===== src/rtl/axi_write_burst_multi.sv =====
// AXI4 write master: drains an AXI4-Stream into memory as INCR bursts capped at
// C_MAX_BURST_LEN beats that never cross a 4 KB boundary; checks B responses and tlast framing.
module axi_write_burst_multi #(
    parameter int C_M_AXI_ADDR_WIDTH = 32,
    parameter int C_M_AXI_DATA_WIDTH = 64,
    parameter int C_MAX_BURST_LEN    = 16,
    parameter int C_LEN_WIDTH        = 16
) (
    input  logic                              m_axi_aclk,
    input  logic                              m_axi_aresetn,
    output logic [C_M_AXI_ADDR_WIDTH-1:0]     m_axi_awaddr,
    output logic [7:0]                        m_axi_awlen,
    output logic [2:0]                        m_axi_awsize,
    output logic [1:0]                        m_axi_awburst,
    output logic [2:0]                        m_axi_awprot,
    output logic                              m_axi_awlock,
    output logic                              m_axi_awvalid,
    input  logic                              m_axi_awready,
    output logic [C_M_AXI_DATA_WIDTH-1:0]     m_axi_wdata,
    output logic [C_M_AXI_DATA_WIDTH/8-1:0]   m_axi_wstrb,
    output logic                              m_axi_wlast,
    output logic                              m_axi_wvalid,
    input  logic                              m_axi_wready,
    input  logic [1:0]                        m_axi_bresp,
    input  logic                              m_axi_bvalid,
    output logic                              m_axi_bready,
    input  logic                              run,
    input  logic [C_M_AXI_ADDR_WIDTH-1:0]     start_addr,
    input  logic [C_LEN_WIDTH-1:0]            byte_length,
    output logic                              busy,
    output logic                              done,
    output logic [1:0]                        error,
    input  logic [C_M_AXI_DATA_WIDTH-1:0]     s_axis_tdata,
    input  logic                              s_axis_tvalid,
    output logic                              s_axis_tready,
    input  logic                              s_axis_tlast
);
    localparam int AW = C_M_AXI_ADDR_WIDTH;
    localparam int SZ = $clog2(C_M_AXI_DATA_WIDTH / 8);
    localparam int CW = (C_LEN_WIDTH > 13) ? C_LEN_WIDTH : 13;
    localparam logic [AW-1:0]          LOW_MASK = AW'((C_M_AXI_DATA_WIDTH / 8) - 1);
    localparam logic [C_LEN_WIDTH-1:0] LEN_ONE  = C_LEN_WIDTH'(1);

    typedef enum logic [2:0] {S_IDLE, S_ADDR, S_DATA, S_RESP, S_FIN} state_t;

    state_t                  state_reg, state_next;
    logic [AW-1:0]           addr_reg;
    logic [C_LEN_WIDTH-1:0]  remaining_reg;
    logic [C_LEN_WIDTH-1:0]  beat_cnt_reg;
    logic [CW-1:0]           burst_len_reg;
    logic [1:0]              error_reg;

    logic [C_LEN_WIDTH-1:0]  run_beats;
    logic [12:0]             room_bytes;
    logic [CW-1:0]           rem_ext, room_ext, max_ext, blen_ext;
    logic                    aw_hs, w_hs, b_hs, last_beat;

    assign run_beats  = byte_length >> SZ;
    // Beats left before the next 4 KB page; a page-aligned address yields the full 4096 bytes.
    assign room_bytes = 13'd4096 - {1'b0, addr_reg[11:0]};
    assign rem_ext    = CW'(remaining_reg);
    assign room_ext   = CW'(room_bytes >> SZ);
    assign max_ext    = CW'(C_MAX_BURST_LEN);

    always_comb begin
        blen_ext = rem_ext;
        if (max_ext < blen_ext)  blen_ext = max_ext;
        if (room_ext < blen_ext) blen_ext = room_ext;
    end

    assign last_beat = (beat_cnt_reg == LEN_ONE);
    assign aw_hs     = (state_reg == S_ADDR) && m_axi_awready;
    assign w_hs      = (state_reg == S_DATA) && s_axis_tvalid && m_axi_wready;
    assign b_hs      = (state_reg == S_RESP) && m_axi_bvalid;

    always_ff @(posedge m_axi_aclk or negedge m_axi_aresetn) begin
        if (!m_axi_aresetn) state_reg <= S_IDLE;
        else                state_reg <= state_next;
    end

    always_comb begin
        state_next = state_reg;
        case (state_reg)
            S_IDLE: if (run) state_next = (run_beats != '0) ? S_ADDR : S_FIN;
            S_ADDR: if (m_axi_awready) state_next = S_DATA;
            S_DATA: if (w_hs && last_beat) state_next = S_RESP;
            S_RESP: if (m_axi_bvalid) state_next = (remaining_reg != '0) ? S_ADDR : S_FIN;
            S_FIN:  state_next = S_IDLE;
            default: state_next = S_IDLE;
        endcase
    end

    always_comb begin
        m_axi_awvalid = 1'b0;
        m_axi_awlen   = 8'd0;
        m_axi_wvalid  = 1'b0;
        m_axi_wlast   = 1'b0;
        s_axis_tready = 1'b0;
        m_axi_bready  = 1'b0;
        busy          = (state_reg != S_IDLE);
        done          = 1'b0;
        case (state_reg)
            S_ADDR: begin
                m_axi_awvalid = 1'b1;
                m_axi_awlen   = 8'(blen_ext - CW'(1));
            end
            S_DATA: begin
                m_axi_wvalid  = s_axis_tvalid;
                s_axis_tready = m_axi_wready;
                m_axi_wlast   = last_beat;
            end
            S_RESP:  m_axi_bready = 1'b1;
            S_FIN:   done = 1'b1;
            default: ;
        endcase
    end

    always_ff @(posedge m_axi_aclk or negedge m_axi_aresetn) begin
        if (!m_axi_aresetn) begin
            addr_reg      <= '0;
            remaining_reg <= '0;
            beat_cnt_reg  <= '0;
            burst_len_reg <= '0;
            error_reg     <= 2'b00;
        end else begin
            if (state_reg == S_IDLE && run) begin
                addr_reg      <= start_addr & ~LOW_MASK;
                remaining_reg <= run_beats;
                error_reg     <= 2'b00;
            end
            if (aw_hs) begin
                beat_cnt_reg  <= C_LEN_WIDTH'(blen_ext);
                burst_len_reg <= blen_ext;
            end
            if (w_hs) begin
                beat_cnt_reg  <= beat_cnt_reg - LEN_ONE;
                remaining_reg <= remaining_reg - LEN_ONE;
                // tlast must coincide exactly with the final beat of the whole transfer.
                if (s_axis_tlast != (remaining_reg == LEN_ONE)) error_reg[1] <= 1'b1;
                if (last_beat) addr_reg <= addr_reg + (AW'(burst_len_reg) << SZ);
            end
            if (b_hs && m_axi_bresp != 2'b00) error_reg[0] <= 1'b1;
        end
    end

    assign m_axi_awaddr  = addr_reg;
    assign m_axi_awsize  = 3'(SZ);
    assign m_axi_awburst = 2'b01;
    assign m_axi_awprot  = 3'b000;
    assign m_axi_awlock  = 1'b0;
    assign m_axi_wdata   = s_axis_tdata;
    assign m_axi_wstrb   = '1;
    assign error         = error_reg;
endmodule


===== config.mk =====
export PLATFORM = sky130hd
export DESIGN_NAME = axi_write_burst_multi
export DESIGN_NICKNAME = d
export VERILOG_FILES = /design/src/rtl/axi_write_burst_multi.sv
export SDC_FILE = /design/constraint.sdc
export NUM_CORES = 1
export LEC_CHECK = 0
export CAP_MARGIN = 20
export CORE_ASPECT_RATIO = 0.9
export CORE_MARGIN = 1.5
export CORE_UTILIZATION = 44
export DETAILED_ROUTE_END_ITERATION = 16
export PLACE_DENSITY = 0.9
export SYNTH_ARGS = -nofsm -noshare
export SYNTH_HDL_FRONTEND = slang
export SYNTH_SLANG_ARGS = --single-unit

===== constraint.sdc =====
create_clock -name m_axi_aclk -period 6.5 [get_ports m_axi_aclk]
set_clock_uncertainty 0.15 [all_clocks]
set_input_delay 1.625 -clock m_axi_aclk [delete_from_list [all_inputs] [get_ports m_axi_aclk]]
set_output_delay 1.625 -clock m_axi_aclk [all_outputs]
set_load 0.05 [all_outputs]

### Yosys cells after proc, flatten, opt, wreduce, memory -nomap -nowiden

Index checks and enable logic that the tools add are counted.

| storage, ports and cells | value |
|---|---|
| logic and storage cells | 68 |
| bits in registers | 85 |

| operators by class | value |
|---|---|
| magnitude comparators | 2 |
| multiplexer cells | 27 |
| reduce and logical (&&, ||, !) cells | 16 |
| equal/unequal tests | 11 |
| add/subtract/negate cells | 5 |

Operators with widths:

| kind | count |
|---|---|
| two-way mux 16 bit | 6 |
| two-way mux 32 bit | 3 |
| adder 32 x 19 -> 32 bit | 1 |
| == test 16 x 1 -> 1 bit (second input constant) | 2 |
| nonzero test 16 bit | 2 |
| subtractor 16 x 1 -> 16 bit (second input constant) | 2 |
| two-way mux 3 bit | 6 |
| < comparator 10 x 16 -> 1 bit | 1 |
| < comparator 5 x 16 -> 1 bit (first input constant) | 1 |
| subtractor 13 x 12 -> 13 bit (first input constant) | 1 |
| one-hot mux 3 bit (4 select lines) | 1 |
| two-way mux 1 bit | 9 |
| two-way mux 8 bit | 1 |
| nonzero test 2 bit | 4 |
| subtractor 8 x 1 -> 8 bit (second input constant) | 1 |
| logical AND 1 bit | 7 |
| == test 3 x 2 -> 1 bit (second input constant) | 2 |
| inequality test 2 bit (second input constant) | 3 |
| AND reduction 4 bit | 1 |
| == test 3 x 1 -> 1 bit (second input constant) | 1 |
| == test 3 bit (second input constant) | 1 |
| zero test 3 bit | 1 |
| nonzero test 3 bit | 1 |
| two-way mux 2 bit | 1 |
| other kinds (2) | 2 |

### Depth between registers and ports, before layout

| logic depth | value |
|---|---|
| depth after elaboration | 6 |
| depth in mapped cells | 20 |
| depth with buffers taken out | 20 |

### Least setup slack after synthesis

Ideal clock, no wire load.

| timing | value |
|---|---|
| kind | register to output |
| start | register addr_reg[3] (netlist: m_axi_awaddr[3]) |
| end | output m_axi_awlen[6] |
| data arrival time | 5.712 ns |
| setup slack | -0.987 ns |
| cell stages (with the launch flop) | 18 |
| path buffers | 0 |
| data required time | 4.725 ns |
| path through | dfrtp_1 nor4_1 nand3_1 nor3_1 nand2b_1 xor2_1 ha_1 or3_1 o41ai_1 a41oi_1 a31oi_1 ha_1 nand3_1 or3_1 o21a_1 xor2_1 nor2_1 a211oi_1 |

| between the ends | value |
|---|---|
| longest elaborated chain between the ends | 5 |

Ends and longest elaborated chain:

| what | RTL line | text |
|---|---|---|
| start: declaration | 47 | `logic [AW-1:0] addr_reg;` |
| start signal: assignment | 127 | `addr_reg <= start_addr & ~LOW_MASK;` |
| start signal: assignment | 140 | `if (last_beat) addr_reg <= addr_reg + (AW'(burst_len_reg) << SZ);` |
| subtractor 13 x 12 -> 13 bit * | 60 | `assign room_bytes = 13'd4096 - {1'b0, addr_reg[11:0]};` |
| < comparator 10 x 16 -> 1 bit | 68 | `if (room_ext < blen_ext) blen_ext = room_ext;` |
| two-way mux 16 bit * | 68 |  |
| subtractor 8 x 1 -> 8 bit * | 105 | `m_axi_awlen = 8'(blen_ext - CW'(1));` |
| two-way mux 8 bit * | 102 | `case (state_reg)` |
| end: declaration | 12 | `output logic [7:0] m_axi_awlen,` |

Mark *: on every way between the ends. The rest lies on a longest branch, timed or not.

### Final worst setup path

| timing | value |
|---|---|
| start | register addr_reg[0] (netlist: m_axi_awaddr[0]) |
| end | output m_axi_awlen[6] |

Same word-level chain as after synthesis.

==> flow_metrics.tcl <==
set metrics [dict create \
    run_status "completed" \
    final_cell_mix "nand2_1 (102), clkdlybuf4s50_1 (92), dfrtp_1 (81), nor2_1 (58), o21ai_0 (39)" \
    cell_at_the_root_of_the_clock_tree "clkbuf_16" \
    setup_violations 0 \
    timing.critical_path.fanout_max 5 \
    multi_input_logic_area_sq_mm 0.00359 \
    pwr-share-clk 0.165 \
    worst_setup_hold_path_clk_slew_ns 0.07 \
    first_pass_iters 6 \
    place_congestion 0.895 \
    fmax_mhz 156 \
    post_synth_xor_area_fraction 0.0380 \
    critPathArrivalTime_ns 4.62 \
    p_seq_frac 0.236 \
    numCtsBuffers 9 \
    synth.avg_cell_area_sq_um 8.27 \
    floorplan.die_area_sq_mm 0.0149 \
    synth.yosys.seq_area_share 0.342 \
    timing.critical_path.mode_cell "nand3_2" \
    synth_simple_gate_area_frac 0.232 \
    grt_first_pass_wirelength_microns 27400 \
    power-per-cell-area_mw_per_mm2 539 \
    global_route.overflow_total 0 \
    drtAntennaViolNets 0 \
    number_of_antenna_repair_diodes 0 \
    netSwitchingFraction 0.478 \
    net_switching_mw 1.98 \
    synth.ff_latch_count 85 \
    cp.required_ns 4.72 \
    h-tree-depth 3 \
    routedWlPerCell_microns 17.0 \
    final_common_cell "nand2_1" \
    dr_total_vias 5849 \
    grtUsageTotal 0.233 \
    place.port_buffers 100 \
    flow.area_growth_from_synthesis_pct 23.8 \
    synth-main-ff-cell "dfrtp_1" \
    drt_iter0_markers 438 \
    timing.critical_path.cells "nor4_4, nand3_2, nor3_4, buf_6, xnor2_2, ha_1, nand4_1, a21oi_4, o41ai_4, a41oi_2, nor2b_2, a31oi_4, ha_4, nand3_2, or3_1, o21a_1, xor2_2, nor2_2, a211oi_4, buf_12" \
    setup.worst_path.end_class "output pin" \
    dpl.cell_count 975 \
    core_area_sq_mm 0.0139 \
    worstMarginPinSlew_ns 0.793 \
    rrSetupSlack_ns 2.63 \
    final_net_count 959 \
    final.period_utilization 0.984 \
    stdcell_area_sq_mm 0.00770 \
    synth_top_family_by_area "simple AND/OR/NAND/NOR gates" \
    antenna_found_initial 0 \
    largest_register_ff_count 32 \
    fin_crit_ns 6.40 \
    worstSetupPathType "flop to output pin" \
    power_report.internal_total_mw 2.16 \
    synthesis.yosys.warnings 0 \
    timing.critical_path.slowest_stage_cell "dfrtp_2" \
    grt_max_degree 53 \
    num-fill-cells 1185 \
    vdd.ir_drop.worst_mv 0.261 \
    postSynth.asyncResetShare 1.00 \
    setup.worst_path.start_class "flop" \
    initial_utilization 0.447 \
    synthesis.instances 752 \
    yosysUniqueCellTypes 65 \
    synthesis.area_sq_mm 0.00622 \
    fraction_of_the_mapped_netlist_area_in_adder_cells 0.0656 \
    vias_per_cell 5.83 \
    power.combinational.fraction 0.599 \
    post_synth_mux_area_share 0.00825 \
    synth_enable_flop_cells 0 \
    rsz0062_at_grt "yes" \
    routed_wl_microns 17000 \
    drive_gt1_frac 0.115 \
    finish.cell_count_without_fillers 1003 \
    power_leakage_nw 3.24 \
    max_capacitance_violation_count 0 \
    fp.dieH_microns 116 \
    first_global_vias 5581 \
    dp.final_hpwl_microns 12000 \
    num_rows 41 \
    timing.max_slew.rel_slack 0.466 \
    critPathMaxStageDelay_ns 0.42 \
    placement.cell_area_sq_mm 0.00703 \
    place_ws_ns 0.0799 \
    drc 0 \
    post_cts_hold_buffer_count 0 \
    finalHoldViolCount 0 \
    holdCritPathClass "flop to flop" \
    clk_path_buf_depth 2 \
    slew_viol_final 0 \
    insertion_delay_ns 0.35 \
    clock-sinks 85 \
    synth_compound_gate_area_share 0.186 \
    final.setup.worst_slack_ns 0.105 \
    die_width_microns 128 \
    design.portCount 252 \
    seq_cell_area_sq_mm 0.00213 \
    cts_tree "built" \
]
## power groups by stage
stage                     Clock [mW]  Combinational, mW  Sequential, mW
after floorplan                    0               1.39            1.22
after global placement             0               2.21           0.956
after detailed placement           0               2.28           0.968
after CTS                      0.693               2.33           0.964
after global routing           0.711               2.68            1.01
final                          0.684               2.48           0.978
## layer usage
metal / wire length (microns) / vias to the layer above / share of wire / GRT usage
li1: - / 2688 / - / -
met5: 0 / - / 0 / 0
met2: 8240 / 248 / 0.48 / 0.386
met4: 428 / 0 / 0.025 / 0.0951
met1: 7100 / 2874 / 0.42 / 0.292
met3: 1260 / 39 / 0.074 / 0.0609
## worst paths after layout
path | end | from | depth (start not counted)
worst max register to register | beat_cnt_reg[2] | m_axi_awaddr[0] | 14
worst max-delay path | m_axi_awlen[6] | m_axi_awaddr[0] | 20
min in group asynchronous | error[0] | m_axi_aresetn | 1
max in group asynchronous | state_reg[0] | m_axi_aresetn | 2
worst min-delay path | burst_len_reg[2] | burst_len_reg[2] | 2
worst min register to register | burst_len_reg[2] | burst_len_reg[2] | 2
## cell usage after synthesis (17+ instances only)
library cell  count  area [sq um]
a21oi_1          30           150
buf_4            81           608
clkbuf_1         26          97.6
dfrtp_1          85          2130
ha_1             31           388
inv_1            20          75.1
nand2_1         102           383
nand3_1          36           180
nor2_1           61           229
nor3_1           22           110
o211ai_1         17           128
o21ai_0          39           195
## stage by stage
step           hold slack [ns]  total power, mW   util  TNS [ns]
2_1_floorplan            0.295             2.61      -         0
3_3_place_gp             0.313             3.16  0.506         0
3_5_place_dp             0.324             3.24  0.506         0
4_1_cts                  0.339             3.99  0.539         0
5_1_grt                  0.355             4.40  0.554    -0.132
6_report                 0.338             4.15  0.554         0
## cells by family after synthesis
family | after synthesis
other cells | 2
xor+xnor | 27
mux | 5
buf+inv | 128
simple gates | 301
fa+ha+maj | 32
compound gates | 172
flops | 85
## critical path, delay by kind of cell, from the launching register on
kind,cells,cell delay (ns)
AND/OR/NAND/NOR,8,1.52
AO/OA/AOI/OAI,6,1.27
adder cells (fa/ha/maj),2,0.50
flip-flops,1,0.42
buffers and inverters,2,0.31
XOR/XNOR,2,0.21
## what timing repair did
action	4_1_cts	5_1_grt
buffers inserted	0	12
endpoints found under the setup margin	1	2
pin swaps	3	12
resized for setup	10	22
## cell type report
type                    count  area share
clock inverters             6      0.0205
inverters                  20     0.00975
flip-flops and latches     85       0.277
well taps                 193      0.0314
multi-input cells         559       0.467
repair buffers            130       0.164
clock buffers              10      0.0310
Note: power is estimated with default switching activity, not from simulation.
